$ cat config.mk
export PLATFORM = sky130hd
export DESIGN_NAME = mac_tile_dual
export DESIGN_NICKNAME = d
export VERILOG_FILES = /design/src/rtl/mac_pkg.sv /design/src/rtl/mac_tile_dual_mac.sv /design/src/rtl/mac_tile_dual.sv
export SDC_FILE = /design/constraint.sdc
export NUM_CORES = 1
export LEC_CHECK = 0
export BUFFER_PORTS_ARGS = -buffer_cell sky130_fd_sc_hd__buf_2
export CORE_UTILIZATION = 54
export CTS_BUF_LIST = sky130_fd_sc_hd__clkbuf_4 sky130_fd_sc_hd__clkbuf_8
export CTS_CLUSTER_SIZE = 30
export DETAILED_ROUTE_END_ITERATION = 10
export HOLD_SLACK_MARGIN = 0.1
export PLACE_DENSITY = 0.78
export SLEW_MARGIN = 20
export SYNTH_ARGS = -nofsm -noshare
export SYNTH_HDL_FRONTEND = slang
export SYNTH_SLANG_ARGS = --single-unit
$ cat constraint.sdc
create_clock -name clk -period 4.51 [get_ports clk]
set_clock_uncertainty 0.15 [all_clocks]
set_input_delay 0.902 -clock clk [delete_from_list [all_inputs] [get_ports clk]]
set_output_delay 0.902 -clock clk [all_outputs]
set_load 0.1 [all_outputs]
$ cat src/rtl/mac_pkg.sv
// Shared encodings and default widths for the systolic MAC tile family.
package mac_pkg;

  localparam int INST_LOAD  = 0;
  localparam int INST_EXEC  = 1;
  localparam int INST_DRAIN = 2;

  localparam int BW_DEF      = 4;
  localparam int PSUM_BW_DEF = 16;

  typedef enum logic {
    MODE_WS = 1'b0,
    MODE_OS = 1'b1
  } mode_e;

endpackage

$ cat src/rtl/mac_tile_dual_mac.sv
// Combinational multiply-accumulate: out = c + signed(0,a) * signed(b), wrapping at psum_bw.
module mac
  import mac_pkg::*;
#(
  parameter int bw      = BW_DEF,
  parameter int psum_bw = PSUM_BW_DEF
) (
  input  logic        [bw-1:0]      a,
  input  logic signed [bw-1:0]      b,
  input  logic signed [psum_bw-1:0] c,
  output logic signed [psum_bw-1:0] out
);

  // Activation is zero-extended by one bit so the signed multiply treats it as unsigned.
  function automatic logic signed [psum_bw-1:0] sext_product(
    input logic        [bw-1:0] a_u,
    input logic signed [bw-1:0] w
  );
    logic signed [bw:0]   a_s;
    logic signed [2*bw:0] p;
    a_s = signed'({1'b0, a_u});
    p   = (2*bw+1)'(a_s) * (2*bw+1)'(w);
    return psum_bw'(p);
  endfunction

  always_comb begin
    out = c + sext_product(a, b);
  end

endmodule

$ cat src/rtl/mac_tile_dual.sv
// Dual-dataflow systolic PE: weight-stationary (psum flows south) or output-stationary (local acc, drained south).
module mac_tile_dual
  import mac_pkg::*;
#(
  parameter int bw      = BW_DEF,
  parameter int psum_bw = PSUM_BW_DEF
) (
  input  logic                      clk,
  input  logic                      reset,
  input  logic                      mode,
  input  logic        [bw-1:0]      in_w,
  output logic        [bw-1:0]      out_e,
  input  logic        [2:0]         inst_w,
  output logic        [2:0]         inst_e,
  input  logic signed [psum_bw-1:0] in_n,
  output logic signed [psum_bw-1:0] out_s
);

  mode_e                      mode_q;
  logic                       load_ready;
  logic                       drained;
  logic signed [bw-1:0]       b_q;
  logic signed [psum_bw-1:0]  acc;

  logic signed [bw-1:0]       mac_b;
  logic signed [psum_bw-1:0]  mac_c;
  logic signed [psum_bw-1:0]  mac_out;

  // OS takes the weight from the north bus and accumulates locally; WS uses the loaded kernel and incoming psum.
  always_comb begin
    mac_b = b_q;
    mac_c = in_n;
    if (mode_q == MODE_OS) begin
      mac_b = in_n[bw-1:0];
      mac_c = acc;
    end
  end

  mac #(
    .bw      (bw),
    .psum_bw (psum_bw)
  ) u_mac (
    .a   (in_w),
    .b   (mac_b),
    .c   (mac_c),
    .out (mac_out)
  );

  always_ff @(posedge clk) begin
    if (reset) begin
      out_e      <= '0;
      inst_e     <= '0;
      out_s      <= '0;
      acc        <= '0;
      b_q        <= '0;
      load_ready <= 1'b1;
      mode_q     <= MODE_WS;
      drained    <= 1'b0;
    end else if (inst_w == 3'b000) begin
      mode_q  <= mode_e'(mode);
      inst_e  <= '0;
      drained <= 1'b0;
    end else begin
      out_e              <= in_w;
      inst_e[INST_EXEC]  <= inst_w[INST_EXEC];
      inst_e[INST_DRAIN] <= inst_w[INST_DRAIN];
      inst_e[INST_LOAD]  <= 1'b0;
      if (inst_w[INST_DRAIN]) begin
        // Only the first drain cycle of a burst emits this tile's acc; afterwards it forwards results from above.
        if (mode_q == MODE_OS && !drained) begin
          out_s   <= acc;
          acc     <= '0;
          drained <= 1'b1;
        end else begin
          out_s <= in_n;
        end
      end else begin
        drained <= 1'b0;
        if (inst_w[INST_EXEC]) begin
          if (mode_q == MODE_OS) begin
            acc   <= mac_out;
            out_s <= in_n;
          end else begin
            out_s <= mac_out;
          end
        end else if (mode_q == MODE_WS) begin
          // The first load pulse is consumed here; later ones travel east to the next tile.
          if (load_ready) begin
            b_q        <= in_w;
            load_ready <= 1'b0;
          end else begin
            inst_e[INST_LOAD] <= 1'b1;
          end
        end
      end
    end
  end

endmodule

==> run summary, run 1 <==
* **TritonCTS sink count** 46
* **maximum vdd drop** 0.243 mV
* **Inserted Clock Buffers** 5
* **Longest Clk Path Bufs** 2
* **buffers and inverters on the worst path** 3
* **worst setup path category** input pin to flip-flop
* **global-route congestion overflow total** 0
* **count of maximum capacitance violations** 0
* **RSZ-0062 raised after global routing** true
* **Power Dens Cells** 284 nW/um^2
* **count of flip-flops with a built-in enable after synthesis** 0
* **floorplan die area** 7100 sq um
* **Multi-input gate area** 2620 sq um
* **path category of the worst min-delay check** flip-flop to flip-flop
* **Initial Utilization** 56.9%
* **post-synth design cell area** 3650 sq um
* **Avg WL per Cell** 17.0 um
* **overall fraction of global-route tracks in use** 28.7%
* **tightest slew margin relative to the limit** 27.3%
* **wire length of the first global-routing pass** 16,000 um
* **final slew viol count** 0
* **count of hold buffers inserted by post-cts repair** 0
* **violations in the final reports** DRC
* **outcome** finished, violations left
* **kind of start point of the critical path** input pin
* **final wirelength** 9860 um
* **layout cell share with drive strength beyond 1** 20.9%
* **final-stage net count** 578
* **number of warnings issued by yosys** 0
* **DR vias** 3,522
* **die height** 84.2 um
* **library cell used as clock root buffer** clkbuf_8
* **reported leakage power** 1.99 nW
* **time the worst path needs with I/O delays and setup** 4.42 ns
* **post-detailed-route via-to-cell ratio** 6.07
* **Largest delay share family, worst path** adder cells
* **pin count of the biggest net entering global routing** 53
* **cell seen most often among critical-path stages** fa_1
* **worst stage delay on the critical path** 0.55 ns
* **clock latency on the worst-skew pair** 0.32 ns
* **cell row count** 29
* **final core utilization** 66.7%
* **post-route antenna net violation count** 0
* **critical path, cell by cell** buf_2 -> mux2i_4 -> nor2b_2 -> fa_1 -> fa_1 -> inv_1 -> fa_1 -> inv_1 -> ha_4 -> a21o_1 -> a21oi_2 -> a21boi_2 -> o31a_1 -> or3_1 -> a32o_1
* **number of distinct library cells after synthesis** 61
* **final critical-path share of the clock period** 98.1%
* **core area** 6420 sq um
* **number of top-level pins** 49
* **maximum net fanout on the critical path** 4
* **count of state elements after synthesis** 46
* **main flop type after synthesis** dfxtp_1
* **routability-driven placement congestion ratio** 0.911
* **share of the yosys chip area belonging to registers** 25.2%
* **hold violation count in the final report** 0
* **post-synthesis area per instance** 8.08 sq um
* **Filler Cell Count** 545
* **total area of sequential cells** 925 sq um
* **gate count after technology mapping** 452
* **Mapped Nets** 528
* **initial antenna violation count** 0
* **Worst Path Arrival** 4.49 ns
* **vias in the first global route** 3,470
* **worst slew pin tran** 1.09 ns
* **Inserted Diodes** 0
* **count of TritonRoute iterations in the first routing pass** 9
* **DR DRC count** 6
* **clock slew seen by the registers of the worst setup and hold paths** 0.10 ns
* **input/output buffers** 48
* **HPWL after DPL** 7200 um
* **growth of design area from synthesis to finish** 17.3%
* **Worst path slowest cell** fa_1
* **Clock H-tree levels** 2
* **Post-synth ARST share** 0%
* **final setup TNS** 0 ns
* **CP endpoint kind** flip-flop
* **clock tree from TritonCTS** built
* **top achievable clock speed** 226 MHz
* **data required time of the critical path** 4.58 ns
* **final-report setup violation count** 0
* **die boundary width** 84.2 um
* **first-iteration detailed-routing DRC count** 238
cell usage in the layout (no fill, tap or decap), drive strengths merged, types with 7 or more instances in the layout:
master,count
a21o,7
a21oi,31
a221o,7
buf,71
dfxtp,46
fa,11
ha,39
inv,33
mux2i,14
nand2,40
nor2,42
nor2b,15
nor3,14
o21ai,39
xnor2,8
worst paths after layout:
path	slack [ns]	to	cells after the start	from
worst max register to register	0.20	acc[13]$_SDFFE_PP0P_	14	mode_q$_SDFFE_PP0P_
worst min-delay path	0.30	out_e[1]$_SDFFE_PP0N_	2	out_e[1]$_SDFFE_PP0N_
worst min register to register	0.30	out_e[1]$_SDFFE_PP0N_	2	out_e[1]$_SDFFE_PP0N_
worst max-delay path	0.09	acc[13]$_SDFFE_PP0P_	15	in_n[2]
kinds of logic after synthesis:
family          share of synthesized area [%]
simple gates                             18.3
compound gates                           23.1
buf+inv                                  6.44
fa+ha+maj                                19.4
flops                                    25.2
mux                                      4.76
xor+xnor                                 2.88
area by class of cell:
| cell class | count | area share [%] |
|---|---|---|
| clock buffer | 5 | 1.61 |
| multi-input combinational | 346 | 61.1 |
| timing repair buffer | 71 | 9.64 |
| clock inverter | 3 | 1.02 |
| sequential | 46 | 21.6 |
| inverter | 32 | 2.80 |
| tap | 77 | 2.25 |
sequential cells by signal, summed over array words and instances (netlist names):
register	flops
acc	16
out_s	16
drained	1
mode_q	1
b_q	4
inst_e	3
out_e	4
load_ready	1
per-layer routing:
metal	routed length (um)	global-route usage, %	vias to the layer above
li1	-	-	1694
met2	4900	51.3	153
met3	595	4.82	31
met1	4000	33.2	1644
met5	0	0	-
met4	355	14.3	0
report_power, final:
part / switching [W] / internal [W] / total [W]
sequential: 0.0000130 / 0.000427 / 0.000440
clock: 0.000165 / 0.000167 / 0.000331
combinational: 0.000307 / 0.000140 / 0.000447
tightest hold or removal path: stages, from the launching register on:
cell,delay [ns]
dfxtp_1,0.32
nand2_1,0.05
a21oi_1,0.05
synthesized netlist by cell type, types with 5 or more instances:
| cell type | instances | area share, % |
|---|---|---|
| a221oi_1 | 5 | 1.2 |
| ha_1 | 39 | 13 |
| o21ai_1 | 5 | 0.69 |
| a221o_1 | 7 | 1.9 |
| a22oi_1 | 5 | 1.0 |
| a21o_1 | 6 | 1.2 |
| nand2_1 | 40 | 4.1 |
| fa_1 | 11 | 6.0 |
| xnor2_1 | 8 | 1.9 |
| mux2i_1 | 14 | 3.8 |
| clkbuf_1 | 16 | 1.6 |
| buf_2 | 8 | 1.1 |
| dfxtp_1 | 46 | 25 |
| o21ai_0 | 33 | 4.5 |
| a21oi_1 | 30 | 4.1 |
| nor2b_1 | 15 | 2.6 |
| nor2_1 | 42 | 4.3 |
| nor3_1 | 14 | 1.9 |
| inv_1 | 32 | 3.3 |
repair_timing:
item                       CTS  global route
pin swaps                    0             8
resized for setup            1             8
setup buffers                0             2
setup endpoints to repair    1             8
stage by stage:
step           power, W  hold slack, ns  instance area (sq um)  worst slack, ns  std cells
6_report        0.00122           0.303                   4280           0.0853        580
5_1_grt         0.00127           0.329                   4280          -0.0493        580
4_1_cts         0.00121           0.304                   4220           0.0227        578
3_5_place_dp   0.000886           0.292                   4100           -0.324        570
3_3_place_gp   0.000876           0.286                   4100           -0.235        570
2_1_floorplan  0.000783           0.273                   3730           0.0148        452
Note: power is estimated with default switching activity, not from simulation.
==> run 2: changes to the inputs <==
- CORE_UTILIZATION: 54 -> 53
- CTS_BUF_LIST: sky130_fd_sc_hd__clkbuf_4 sky130_fd_sc_hd__clkbuf_8 -> not set
- CTS_CLUSTER_DIAMETER: not set -> 150
- PLACE_DENSITY: 0.78 -> 0.77
==> run 2 against run 1 <==
  * The run now ends clean
  * Design area hardly changed
  * Via count is 0.60% lower
  * Routed wire length shrank 0.23%
  * Flip-flop and latch count unchanged
  * Critical endpoint unchanged
  * Largest cell class unchanged
  * Largest power group unchanged
==> run summary, run 2 (synthesis gave the netlist of run 1 again) <==
* **data required time of the critical path** 4.57 ns
* **HPWL after DPL** 7410 um
* **reported leakage power** 1.99 nW
* **final critical-path share of the clock period** 97.9%
* **input/output buffers** 48
* **cell row count** 29
* **worst setup path category** input pin to flip-flop
* **final-stage net count** 581
* **floorplan die area** 7230 sq um
* **Worst Hold Launch** load_ready$_SDFFE_PP1P_
* **number of cells traversed by the worst hold path** 1
* **Inserted Clock Buffers** 5
* **global-route congestion overflow total** 0
* **DR DRC count** 0
* **Worst Path Arrival** 4.47 ns
* **worst reg2reg path startpoint** mode_q$_SDFFE_PP0P_
* **kind of start point of the critical path** input pin
* **count of maximum capacitance violations** 0
* **die boundary width** 85.0 um
* **count of TritonRoute iterations in the first routing pass** 5
* **final setup TNS** 0 ns
* **most frequent standard cell in the layout excluding fill and tap cells** buf_2
* **clock slew seen by the registers of the worst setup and hold paths** 0.09 ns
* **number of cell instances on the worst register-to-register path** 14
* **top achievable clock speed** 227 MHz
* **growth of design area from synthesis to finish** 17.3%
* **most frequent cells in the layout** buf_2 (48), dfxtp_1 (45), nor2_1 (41)
* **TritonCTS sink count** 46
* **WHS Endpoint** inst_e[0]$_SDFF_PP0_
* **DR vias** 3,501
* **Power Dens Cells** 281 nW/um^2
* **tightest slew margin relative to the limit** 30.4%
* **Inserted Diodes** 0
* **vias in the first global route** 3,298
* **clock latency on the worst-skew pair** 0.31 ns
* **wire length of the first global-routing pass** 15,900 um
* **core area** 6490 sq um
* **Reg-to-Reg End** acc[13]$_SDFFE_PP0P_
* **outcome** finished, final reports clean
* **overall fraction of global-route tracks in use** 28.2%
* **pin count of the biggest net entering global routing** 53
* **path category of the worst min-delay check** flip-flop to flip-flop
* **number of top-level pins** 49
* **top flop regs** acc (16), out_s (16)
* **overall power after layout** 0.00121 W
* **register-to-register setup slack** 0.22 ns
* **layout cell share with drive strength beyond 1** 20.9%
* **Initial Utilization** 56.2%
* **RSZ-0062 raised after global routing** true
* **CP endpoint kind** flip-flop
* **library cell used as clock root buffer** clkbuf_8
* **maximum vdd drop** 0.226 mV
* **maximum net fanout on the critical path** 4
* **post-detailed-route via-to-cell ratio** 6.01
* **routability-driven placement congestion ratio** 0.920
* **first-iteration detailed-routing DRC count** 213
* **hold violation count in the final report** 0
* **time the worst path needs with I/O delays and setup** 4.41 ns
* **Avg WL per Cell** 16.9 um
* **worst slew pin tran** 1.04 ns
* **Longest Clk Path Bufs** 2
* **Clock H-tree levels** 2
* **clock tree from TritonCTS** built
* **final-report setup violation count** 0
* **final slew viol count** 0
* **initial antenna violation count** 0
* **die height** 85.0 um
* **post-route antenna net violation count** 0
* **final wirelength** 9840 um
run 2: routing by layer:
metal	track usage (%)	vias to the layer above	wire length [um]
met5	0	-	0
met4	12.9	0	359
met3	3.60	30	550
met2	50.3	138	4920
met1	33.6	1632	4010
li1	-	1701	-
run 2: power breakdown:
group,total (W),internal [W],switching [W]
sequential,0.000440,0.000427,0.0000129
clock,0.000319,0.000166,0.000152
combinational,0.000448,0.000141,0.000307
total,0.00121,0.000734,0.000472
run 2: timing repair:
action                                  CTS  global route
pin swaps                                 0             9
hold buffers                              0             0
endpoints found under the setup margin    1            10
setup buffers                             0             1
hold endpoints to repair                  0             0
gates resized for setup                   2             4
run 2: final cells by class:
class                      instances  area [sq um]
fill                             556          2210
inverter                          32           120
clock buffer                       5          68.8
tap                               77          96.3
multi-input combinational        346          2600
timing repair buffer              74           435
clock inverter                     3          43.8
sequential                        46           925
run 2: worst max-delay path, cell delays in order:
cell and delay [ns]:
buf_2 0.12, mux2i_4 0.20, nor2_2 0.09, fa_1 0.51
fa_1 0.52, inv_1 0.05, fa_1 0.53, inv_1 0.06
ha_4 0.16, a21o_1 0.18, a21oi_2 0.15, a21boi_1 0.11
o31a_1 0.29, or3_1 0.32, a32o_1 0.26
run 2: how the worst max path moves through the flow:
stage                 start                endpoint  slack (ns)  cells past startpoint
global placement    in_n[0]    acc[12]$_SDFFE_PP0P_       -0.21                     13
CTS                 in_n[0]  out_s[12]$_SDFFE_PP0P_       0.007                     14
finish              in_n[3]    acc[13]$_SDFFE_PP0P_         0.1                     15
global route        in_n[3]  out_s[12]$_SDFFE_PP0P_       -0.01                     15
floorplan           in_n[3]    acc[12]$_SDFFE_PP0P_        0.01                     12
detailed placement  in_n[0]  out_s[10]$_SDFFE_PP0P_       -0.32                     14
run 2: stage by stage:
step | cell area, sq um | hold slack [ns] | setup WS [ns] | instances | util, %
final | 4290 | 0.306 | 0.0963 | 583 | 66.0
after detailed placement | 4130 | 0.291 | -0.322 | 574 | 63.6
after global routing | 4290 | 0.340 | -0.0144 | 583 | 66.0
after CTS | 4260 | 0.305 | 0.00668 | 582 | 65.6
after global placement | 4130 | 0.288 | -0.214 | 574 | 63.6
after floorplan | 3730 | 0.273 | 0.0148 | 452 | -
==> run 3: changes to the inputs <==
- PLACE_DENSITY: 0.77 -> 0.83
==> run 3 against run 2 <==
  * Routed wire length shrank 0.64%
  * Via count shrank 1.2%
  * Register-to-register slack about the same
  * Combinational power about the same
  * Largest cell class unchanged
==> run summary, run 3 (synthesis gave the netlist of run 1 again) <==
* **DR vias** 3,459
* **Power Dens Cells** 270 nW/um^2
* **Finished Layout Cells** 583
* **count of TritonRoute iterations in the first routing pass** 5
* **die boundary width** 85.0 um
* **Initial Utilization** 56.2%
* **data required time of the critical path** 4.52 ns
* **most frequent standard cell in the layout excluding fill and tap cells** buf_2
* **overall fraction of global-route tracks in use** 27.4%
* **final-report setup violation count** 0
* **time the worst path needs with I/O delays and setup** 4.38 ns
* **library cell used as clock root buffer** clkbuf_8
* **clock tree from TritonCTS** built
* **post-detailed-route via-to-cell ratio** 5.93
* **outcome** finished, final reports clean
* **input/output buffers** 48
* **Avg WL per Cell** 16.8 um
* **layout cell share with drive strength beyond 1** 21.3%
* **kind of start point of the critical path** input pin
* **TritonCTS sink count** 46
* **tightest slew margin relative to the limit** 31.4%
* **initial antenna violation count** 0
* **post-placement cell count** 573
* **top achievable clock speed** 228 MHz
* **worst slew pin tran** 1.03 ns
* **overall power after layout** 0.00115 W
* **number of top-level pins** 49
* **path category of the worst min-delay check** flip-flop to flip-flop
* **clock slew seen by the registers of the worst setup and hold paths** 0.10 ns
* **cell row count** 29
* **count of maximum capacitance violations** 0
* **Worst Path Arrival** 4.40 ns
* **pin count of the biggest net entering global routing** 47
* **growth of design area from synthesis to finish** 17.1%
* **worst setup path category** input pin to flip-flop
* **hold violation count in the final report** 0
* **vias in the first global route** 3,394
* **count of hold buffers inserted by post-cts repair** 0
* **DR DRC count** 0
* **maximum net fanout on the critical path** 3
* **top flop regs** acc (16), out_s (16)
* **Longest Clk Path Bufs** 2
* **wire length of the first global-routing pass** 15,800 um
* **most frequent cells in the layout** buf_2 (48), dfxtp_1 (45), nor2_1 (42)
* **CP endpoint kind** flip-flop
* **floorplan die area** 7230 sq um
* **clock latency on the worst-skew pair** 0.30 ns
* **first-iteration detailed-routing DRC count** 212
* **final-stage net count** 581
* **Clock H-tree levels** 2
* **core area** 6490 sq um
* **post-route antenna net violation count** 0
* **Inserted Clock Buffers** 5
* **Filler Cell Count** 525
* **final wirelength** 9770 um
* **die height** 85.0 um
* **global-route congestion overflow total** 0
* **routability-driven placement congestion ratio** 0.970
* **reported leakage power** 1.98 nW
* **final slew viol count** 0
* **maximum vdd drop** 0.206 mV
* **HPWL after DPL** 7360 um
* **Inserted Diodes** 0
* **final critical-path share of the clock period** 97.2%
-- run 3: path summary, 6_finish.rpt --
check / startpoint / endpoint / slack [ns] / depth (start not counted)
min reg2reg: out_e[3]$_SDFFE_PP0N_ / out_e[3]$_SDFFE_PP0N_ / 0.31 / 2
max: in_n[3] / out_s[10]$_SDFFE_PP0P_ / 0.13 / 14
min: out_e[3]$_SDFFE_PP0N_ / out_e[3]$_SDFFE_PP0N_ / 0.31 / 2
max reg2reg: mode_q$_SDFFE_PP0P_ / out_s[10]$_SDFFE_PP0P_ / 0.22 / 13
-- run 3: through the flow --
stage               cell area, sq um  setup TNS, ns  hold slack [ns]  worst slack [ns]  util, %
floorplan                       3730              0            0.273            0.0148        -
finish                          4280              0            0.307             0.126     65.8
CTS                             4230              0            0.308            0.0242     65.1
detailed placement              4120          -2.83            0.292            -0.311     63.5
global placement                4120          -1.33            0.286            -0.183     63.5
global route                    4280        -0.0403            0.336           -0.0351     65.8
-- run 3: worst max-delay path, cell delays in order --
cell	delay, ns
buf_2	0.12
buf_4	0.14
mux2i_2	0.20
fa_1	0.46
fa_1	0.49
fa_1	0.50
inv_1	0.06
fa_2	0.34
a21o_1	0.22
a221oi_4	0.30
o21ai_2	0.11
xor2_1	0.17
a21oi_1	0.29
nor3_1	0.09
-- run 3: cell type report --
type	instances	area (sq um)	share of cell area, %
repair buffers	74	435	10.2
clock buffers	5	68.8	1.61
well taps	77	96.3	2.25
multi-input cells	346	2610	61.0
inverters	32	120	2.81
flip-flops and latches	46	925	21.6
clock inverters	3	23.8	0.556
-- run 3: per-layer routing --
metal | up-vias | track usage, % | part of all wire (%) | routed length, um
li1 | 1699 | - | - | -
met1 | 1591 | 33.6 | 41 | 4010
met2 | 138 | 48.0 | 50 | 4920
met3 | 31 | 4.09 | 5.5 | 535
met4 | 0 | 11.1 | 3.2 | 312
met5 | - | 0 | 0 | 0
-- run 3: repair_timing --
action,4_1_cts,5_1_grt
gates cloned,0,0
setup buffers,0,2
endpoints found under the setup margin,1,9
endpoints found under the hold margin,0,0
gates resized for setup,1,7
pin swaps,0,10
-- run 3: power breakdown --
part	switching, W	internal, W
logic	0.000307	0.000140
clock network	0.000156	0.000111
registers	0.0000136	0.000427
